[config.mk]
export PLATFORM = sky130hd
export DESIGN_NAME = imem_loader_flat
export DESIGN_NICKNAME = d
export VERILOG_FILES = /design/src/rtl/imem_loader_if.sv /design/src/rtl/imem_loader.sv /design/src/flat_wrapper.sv
export SDC_FILE = /design/constraint.sdc
export NUM_CORES = 1
export LEC_CHECK = 0
export ABC_AREA = 1
export ABC_CLOCK_PERIOD_IN_PS = 3400
export BUFFER_PORTS_ARGS = -buffer_cell sky130_fd_sc_hd__buf_2
export CAP_MARGIN = 15
export CORE_ASPECT_RATIO = 0.6
export CORE_MARGIN = 8
export CORE_UTILIZATION = 55
export CTS_CLUSTER_DIAMETER = 150
export CTS_CLUSTER_SIZE = 40
export DETAILED_ROUTE_END_ITERATION = 8
export HOLD_SLACK_MARGIN = 0.06
export PLACE_DENSITY = 0.8
export RECOVER_POWER = 25
export SYNTH_ARGS = -nofsm -noshare
export SYNTH_HDL_FRONTEND = slang
export SYNTH_SLANG_ARGS = --single-unit
[constraint.sdc]
create_clock -name clk -period 3.4 [get_ports clk]
set_clock_uncertainty 0.05 [all_clocks]
set_input_delay 0.34 -clock clk [delete_from_list [all_inputs] [get_ports clk]]
set_output_delay 0.34 -clock clk [all_outputs]
set_load 0.02 [all_outputs]
[src/rtl/imem_loader_if.sv]
// rtl/imem_loader_if.sv - byte-stream input and instruction-memory write port of the image loader
// master: host bridge / memory side; slave: the loader itself.
interface imem_loader_if;
  logic        in_valid;
  logic [7:0]  in_data;
  logic        in_ready;
  logic        imem_we;
  logic [31:0] imem_addr;
  logic [31:0] imem_wdata;

  modport master (
    output in_valid, in_data,
    input  in_ready, imem_we, imem_addr, imem_wdata
  );

  modport slave (
    input  in_valid, in_data,
    output in_ready, imem_we, imem_addr, imem_wdata
  );
endinterface

[src/rtl/imem_loader.sv]
// rtl/imem_loader.sv - framed byte-stream to instruction-memory loader, holds the CPU in reset until verified
// Frame: SYNC, LEN_LO, LEN_HI, N little-endian words, XOR checksum of payload bytes.
module imem_loader #(
  parameter logic [31:0] BASE_ADDR = 32'h0000_0000,
  parameter int          MAX_WORDS = 256,
  parameter logic [7:0]  SYNC_BYTE = 8'hA5
) (
  input  logic        clk,
  input  logic        rst,
  imem_loader_if.slave bus,
  output logic        cpu_rst,
  output logic        done,
  output logic        err,
  output logic [15:0] words_loaded
);

  typedef enum logic [2:0] {IDLE, LEN0, LEN1, DATA, CHK, DONE, ERR} state_t;

  localparam logic [16:0] MAX_LEN = 17'(MAX_WORDS);

  state_t      state;
  logic [7:0]  len_lo;
  logic [15:0] len;
  logic [15:0] word_idx;
  logic [1:0]  byte_idx;
  logic [23:0] asm_q;
  logic [7:0]  csum;
  logic        accept;
  logic [15:0] len_next;

  assign bus.in_ready = ~rst;
  assign accept       = bus.in_valid && bus.in_ready;
  assign len_next     = {bus.in_data, len_lo};

  always_ff @(posedge clk) begin
    if (rst) begin
      state          <= IDLE;
      bus.imem_we    <= 1'b0;
      bus.imem_addr  <= BASE_ADDR;
      bus.imem_wdata <= 32'h0;
      cpu_rst        <= 1'b1;
      done           <= 1'b0;
      err            <= 1'b0;
      words_loaded   <= 16'h0;
      len_lo         <= 8'h0;
      len            <= 16'h0;
      word_idx       <= 16'h0;
      byte_idx       <= 2'd0;
      asm_q          <= 24'h0;
      csum           <= 8'h0;
    end else begin
      bus.imem_we <= 1'b0;
      // The address advances only after the write cycle has presented it.
      if (bus.imem_we)
        bus.imem_addr <= bus.imem_addr + 32'd4;

      if (accept) begin
        case (state)
          IDLE, DONE, ERR: begin
            if (bus.in_data == SYNC_BYTE) begin
              state         <= LEN0;
              cpu_rst       <= 1'b1;
              done          <= 1'b0;
              err           <= 1'b0;
              words_loaded  <= 16'h0;
              bus.imem_addr <= BASE_ADDR;
              csum          <= 8'h0;
            end
          end
          LEN0: begin
            len_lo <= bus.in_data;
            state  <= LEN1;
          end
          LEN1: begin
            len      <= len_next;
            word_idx <= 16'h0;
            byte_idx <= 2'd0;
            if ({1'b0, len_next} > MAX_LEN) begin
              state   <= ERR;
              err     <= 1'b1;
              cpu_rst <= 1'b1;
              done    <= 1'b0;
            end else if (len_next == 16'h0) begin
              state <= CHK;
            end else begin
              state <= DATA;
            end
          end
          DATA: begin
            csum     <= csum ^ bus.in_data;
            byte_idx <= byte_idx + 2'd1;
            case (byte_idx)
              2'd0: asm_q[7:0]   <= bus.in_data;
              2'd1: asm_q[15:8]  <= bus.in_data;
              2'd2: asm_q[23:16] <= bus.in_data;
              default: begin
                // Write data is captured separately so the next word can start assembling now.
                bus.imem_wdata <= {bus.in_data, asm_q};
                bus.imem_we    <= 1'b1;
                words_loaded   <= words_loaded + 16'd1;
                word_idx       <= word_idx + 16'd1;
                if (word_idx + 16'd1 == len)
                  state <= CHK;
              end
            endcase
          end
          CHK: begin
            if (bus.in_data == csum) begin
              state   <= DONE;
              done    <= 1'b1;
              cpu_rst <= 1'b0;
            end else begin
              state   <= ERR;
              err     <= 1'b1;
              cpu_rst <= 1'b1;
              done    <= 1'b0;
            end
          end
          default: state <= IDLE;
        endcase
      end
    end
  end

endmodule
[src/flat_wrapper.sv]
// flat-port wrapper written by rule: the top's interface ports become plain ports
module imem_loader_flat 
#(
  parameter logic [31:0] BASE_ADDR = 32'h0000_0000,
  parameter int          MAX_WORDS = 256,
  parameter logic [7:0]  SYNC_BYTE = 8'hA5
)
  (clk, rst, cpu_rst, done, err, words_loaded, bus_in_valid, bus_in_data, bus_in_ready, bus_imem_we, bus_imem_addr, bus_imem_wdata);
  imem_loader_if bus_i ();
  input  logic clk;
  input  logic rst;
  output logic cpu_rst;
  output logic done;
  output logic err;
  output logic [15:0] words_loaded;
  input wire logic [$bits(bus_i.in_valid)-1:0] bus_in_valid;
  input wire logic [$bits(bus_i.in_data)-1:0] bus_in_data;
  output wire logic [$bits(bus_i.in_ready)-1:0] bus_in_ready;
  output wire logic [$bits(bus_i.imem_we)-1:0] bus_imem_we;
  output wire logic [$bits(bus_i.imem_addr)-1:0] bus_imem_addr;
  output wire logic [$bits(bus_i.imem_wdata)-1:0] bus_imem_wdata;
  assign bus_i.in_valid = bus_in_valid;
  assign bus_i.in_data = bus_in_data;
  assign bus_in_ready = bus_i.in_ready;
  assign bus_imem_we = bus_i.imem_we;
  assign bus_imem_addr = bus_i.imem_addr;
  assign bus_imem_wdata = bus_i.imem_wdata;
  imem_loader #(.BASE_ADDR(BASE_ADDR), .MAX_WORDS(MAX_WORDS), .SYNC_BYTE(SYNC_BYTE)) u_core (.clk(clk), .rst(rst), .bus(bus_i), .cpu_rst(cpu_rst), .done(done), .err(err), .words_loaded(words_loaded));
endmodule
After elaboration in Yosys (flattened, before gate mapping)
Cells that the tools add are included.
{"block": "word_totals", "reg_bits": 161, "inputBits": 11, "out_inout_bits": 85, "word_cells": 95}
{"block": "op_classes", "n_addsub": 4, "order_cmp": 1, "n_eq_ne": 16, "mux": 30, "n_bitwise": 5, "n_reduce_logical": 23}
{"operator": "two-way mux 32 bit", "n": 4}
{"operator": "case mux 16 bit (2 select lines)", "n": 2}
{"operator": "two-way mux 16 bit", "n": 3}
{"operator": "adder 16 x 1 -> 16 bit (second input constant)", "n": 2}
{"operator": "adder 32 x 3 -> 32 bit (second input constant)", "n": 1}
{"operator": "AND reduction 3 bit", "n": 6}
{"operator": "== test 16 bit", "n": 1}
{"operator": "> comparator 16 x 9 -> 1 bit (second input constant)", "n": 1}
{"operator": "zero test 16 bit", "n": 1}
{"operator": "case mux 8 bit (2 select lines)", "n": 1}
{"operator": "two-way mux 3 bit", "n": 5}
{"operator": "case mux 3 bit (5 select lines)", "n": 1}
{"operator": "AND reduction 4 bit", "n": 3}
{"operator": "== test 3 bit (second input constant)", "n": 3}
{"operator": "case mux 1 bit (3 select lines)", "n": 3}
{"operator": "OR reduction 3 bit", "n": 3}
{"operator": "== test 8 bit", "n": 1}
{"operator": "== test 8 bit (second input constant)", "n": 1}
{"operator": "two-way mux 1 bit", "n": 8}
{"operator": "two-way mux 8 bit", "n": 1}
{"operator": "bitwise XOR 8 bit", "n": 1}
{"operator": "== test 3 x 2 -> 1 bit (second input constant)", "n": 2}
{"operator": "inequality test 2 x 1 -> 1 bit (second input constant)", "n": 3}
{"operator": "AND reduction 2 bit", "n": 3}
{"operator": "14 further kinds", "n": 19}

Logic depth before layout (Yosys ltp)
{"block": "depth", "word_depth": 5, "ltp_mapped": 15, "ltp_nobuf": 15}

Worst setup path before layout
OpenSTA, ideal clock, no wires.
{"block": "synth_timing", "path_type": "register to register", "start": "register u_core.bus.imem_addr[3]", "end": "register u_core.bus.imem_addr[30]", "setup_time_ns": 0.117, "arrival_ns": 1.773, "required_time_ns": 3.233, "slack_ns": 1.460, "path_stages_with_launch": 13, "path_buffers": 0, "period_less_slack_ns": 1.940, "path_cell_list": "dfxtp_1 -> ha_1 -> nand4_1 -> nor2_1 -> nand2_1 -> nor2_1 -> nand2_1 -> inv_1 -> nand2_1 -> nor2_2 -> nand3_1 -> xor2_1 -> nor2_1"}
{"block": "synth_via", "elab_chain_cells": 5}
{"item": "start: declaration", "line": "imem_loader_if.sv:18", "text": "output in_ready, imem_we, imem_addr, imem_wdata"}
{"item": "start signal: assignment", "line": "imem_loader.sv:55", "text": "bus.imem_addr <= bus.imem_addr + 32'd4;"}
{"item": "adder 32 x 3 -> 32 bit *", "line": "imem_loader.sv:55"}
{"item": "two-way mux 32 bit *", "line": "imem_loader.sv:54", "text": "if (bus.imem_we)"}
{"item": "two-way mux 32 bit", "line": "imem_loader.sv:60", "text": "if (bus.in_data == SYNC_BYTE) begin"}
{"item": "two-way mux 32 bit", "line": "imem_loader.sv:58", "text": "case (state)"}
{"item": "two-way mux 32 bit *", "line": "imem_loader.sv:57", "text": "if (accept) begin"}
Mark *: on every way between the ends. The rest lies on a longest branch, timed or not.
A chain may end at the register's enable or synchronous reset.

Worst setup path in the final report
{"block": "layout_timing", "start": "register u_core.state[0]", "end": "register u_core.bus.imem_wdata[22]"}
{"block": "layout_via", "elab_chain_cells": 2}
{"item": "start: declaration", "line": "imem_loader.sv:21", "text": "state_t state;"}
{"item": "start signal: assignment", "line": "imem_loader.sv:37", "text": "state <= IDLE;"}
{"item": "start signal: assignment", "line": "imem_loader.sv:61", "text": "state <= LEN0;"}
{"item": "start signal: assignment", "line": "imem_loader.sv:72", "text": "state <= LEN1;"}
{"item": "== test 3 x 2 -> 1 bit", "line": "imem_loader.sv:58"}
{"item": "AND reduction 3 bit (no line)"}
{"item": "end signal: assignment", "line": "imem_loader.sv:98", "text": "bus.imem_wdata <= {bus.in_data, asm_q};"}
{"item": "end: declaration", "line": "imem_loader_if.sv:18"}
No other way between the ends.

==> results.md <==
- Status: finished clean
- Sw power: 934.1 uW
- Post-Synth Adder-Cell Area: 1.221%
- Switching Share: 24.39%
- Later-pin clock latency in the skew report: 0.42 ns
- CP arrival: 2.96 ns
- Maximum vdd drop: 0.3438 mV
- N_diodes: 0
- Io pins: 96
- Leakage: 3.286 nW
- Largest family of logic cells by synthesized area: simple AND/OR/NAND/NOR gates
- Nets: 1,076
- Initial DRC count: 542
- Vias: 6,638
- H-tree levels: 4
- Max-slew violation count: 0
- Initial antenna violation count: 0
- Share of layout cells above drive strength 1: 9.804%
- Synth Area in Compound Gates: 12.77%
- Clock Path Buffers: 2
- Post-DP HPWL: 12,810 um
- Clock transition at path regs: 0.07 ns
- Placement row count: 32
- Fraction of registers with async set/reset: 0%
- Drt wl/cell: 15.00 um
- Post-synthesis simple-gate area fraction: 29.19%
- Reg-to-reg startpoint: u_core.state[0]$_SDFFE_PP0P_
- Syn avg cell area: 7.348 um^2
- Launch point of the worst hold path: bus_in_data[1]
- Clk pwr share: 49.3%
- PD cells: 464.9 nW/um^2
- Synth top area cells: dfxtp_1 44%, nand2_1 9.0%, nor2_1 8.4%, o21ai_0 6.1%, inv_1 4.3%
- Reg power frac: 48.6%
- R2R Setup Slk: 0.71 ns
- Register bit count reported by yosys: 159
- Cells resized by post-CTS repair: 0
- Core Area: 12,770 um^2
- Mux contribution to synthesized area: 0.1396%
- Post-synthesis cell area: 7172 um^2
- RSZ-0062 raised after global routing: false
- Largest net degree at the start of global routing: 82
- Setup Fix Bufs, Post-CTS: 0
- Dpl cells: 1,208
- Share of the synthesized area in the top cell type: 44.38%
- Die W: 163.4 um
- DIE AREA: 17,070 um^2
- Syn Inst Count: 976
- Area after DPL: 7715 um^2
- First-pass GRT wire length: 30,910 um
- Fin. Hold Viols: 0
- Initial Util: 56.15%
- Final setup fails: 0
- Sequential area share after synthesis: 44.38%
- Hold slack: 0.1188 ns
- Max Clk Rate: 371.7 MHz
- Worst slew pin tran: 0.9156 ns
- Comb pwr share: 2.1%
- Worst Setup Path Type: reg2reg
- Max-cap violations: 0
- Int Power: 2.895 mW
- Worst r2r path cells: 10
- Die H: 104.5 um
- Leading area contributor after synthesis: dfxtp_1
- Cts hold-fix bufs: 0
- Yosys cell types: 45
- Layout area overhead: 14.85%
- Minimum clock period: 2.690 ns
- Port-buffer cells: 93
- WHS Path Cells: 3
- Worst hold path type: in2reg
- Yosys warning count: 0
- Post-Route Utilization: 64.49%
- Clk sink count: 159
- Worst Setup SP: u_core.state[0]$_SDFFE_PP0P_
- Post-Synth XOR/XNOR Area: 5.094%
- Worst Path Max Fanout: 54
- WP data required: 3.67 ns
- Primary FF master, synth: dfxtp_1
- Non-filler cells, final: 1,241
- Drt total wl: 18,620 um
- Worst Slack Setup Final: 0.7100 ns
- Number of vias per cell: 5.349
- Reg2reg end: u_core.bus.imem_wdata[22]$_SDFFE_PP0P_
- Clock Root Buffer: clkbuf_16
- Pre-CTS WS: 0.7693 ns
- Relative slew slack: 38.74%
- DR pass1 iterations: 5
- Filler instances: 1,159
- CP endpoint kind: flip-flop
- Vias in the first global route: 6,081
- Final ANT Viol Nets: 0
- Hold Path Sink: u_core.len_lo[1]$_SDFFE_PP0P_
- Final Wtd Congestion: 0.9316
- EDFF count, synth: 0
- Final instance area: 8237 um^2
- Post-route DRC: 0
- Final worst path period share: 79.12%
- CTS buffer count: 17
- Total Routing Usage GR: 22.02%
- Critical Path Start Type: flip-flop
- Total gr overflow: 0
- Setup TNS Final: 0 ns
- CTS tree: done
- Total power: 3.829 mW
## placed cells by master (no fill, tap or decap), drive strengths merged, types with 8 or more instances in the layout
master / netlist / layout
nand2: 177 / 177
nor2: 173 / 173
dfxtp: 159 / 159
inv: 89 / 98
o21ai: 88 / 88
clkbuf: 18 / 79
nand3: 63 / 63
a21oi: 62 / 62
buf: 19 / 39
xor2: 33 / 33
nor3: 23 / 23
nand4: 21 / 21
o31ai: 8 / 8
## state kept, by name (all words and copies together), names as in the netlist
signal and count:
u_core.bus.imem_we 1, u_core.byte_idx 2, u_core.words_loaded 16, u_core.state 3, u_core.asm_q 24, u_core.csum 8
u_core.len_lo 8, u_core.bus.imem_addr 30, u_core.cpu_rst 1, u_core.err 1, u_core.done 1, u_core.bus.imem_wdata 32
u_core.word_idx 16, u_core.len 16
## synthesized netlist by cell type (8+ instances only)
| cell | n |
|---|---|
| nand4_1 | 20 |
| a21oi_1 | 62 |
| dfxtp_1 | 159 |
| inv_1 | 83 |
| nor2_2 | 8 |
| xor2_1 | 33 |
| clkbuf_1 | 17 |
| buf_2 | 11 |
| o31ai_1 | 8 |
| nand3_1 | 60 |
| o21ai_0 | 87 |
| nand2_1 | 172 |
| nor3_1 | 20 |
| nor2_1 | 161 |
## how the worst max path moves through the flow
stage	to	slack [ns]	depth (start not counted)
4_1_cts	u_core.bus.imem_wdata[22]$_SDFFE_PP0P_	0.74	10
3_5_place_dp	u_core.bus.imem_wdata[22]$_SDFFE_PP0P_	0.77	10
2_1_floorplan	u_core.bus.imem_addr[30]$_SDFF_PP0_	1.46	12
3_3_place_gp	u_core.word_idx[0]$_SDFFE_PP0P_	0.85	10
5_1_grt	u_core.bus.imem_wdata[22]$_SDFFE_PP0P_	0.48	10
6_report	u_core.bus.imem_wdata[22]$_SDFFE_PP0P_	0.71	10
## cell type report
| class | count | area, um^2 | share of cell area [%] |
|---|---|---|---|
| timing repair buffer | 99 | 435.4 | 5.286 |
| inverter | 89 | 336.6 | 4.086 |
| multi-input combinational | 692 | 3480 | 42.25 |
| clock inverter | 13 | 136.4 | 1.656 |
| clock buffer | 19 | 452.9 | 5.499 |
| tap | 170 | 212.7 | 2.582 |
| sequential | 159 | 3183 | 38.64 |
## cell families (layout without fill, tap and decap cells)
| group | Yosys count | after routing |
|---|---|---|
| multiplexers | 1 | 1 |
| AND/OR/NAND/NOR | 472 | 472 |
| other | 1 | 2 |
| XOR/XNOR | 40 | 40 |
| flip-flops | 159 | 159 |
| AO/OA/AOI/OAI | 170 | 170 |
| buffers and inverters | 126 | 220 |
| adder cells (fa/ha/maj) | 7 | 7 |
## per-layer routing
metal | track usage (%) | part of all wire (%) | routed length, um
met1 | 31.97 | 49 | 9190
met2 | 31.26 | 42 | 7728
met3 | 4.980 | 7.8 | 1454
met4 | 7.106 | 1.3 | 244
met5 | 0 | 0 | 0
## power by group through the flow
| stage | Combinational, mW | Clock [mW] | Sequential [mW] |
|---|---|---|---|
| detailed placement | 0.0782 | 0 | 1.90 |
| global route | 0.0870 | 1.99 | 1.86 |
| finish | 0.0801 | 1.89 | 1.86 |
| global placement | 0.0774 | 0 | 1.90 |
| floorplan | 0.0514 | 0 | 1.90 |
| CTS | 0.0790 | 1.90 | 1.86 |
## critical path, stage by stage (launching register included)
cell and delay, ns:
dfxtp_1 0.44, nand2_2 0.13, nor2_4 0.22, inv_4 0.10
nor2_4 0.24, inv_2 0.12, nor2_4 0.10, buf_4 0.49
inv_2 0.39, nor2_1 0.23, nor2_1 0.07
Power figures use the tool's default switching activity.
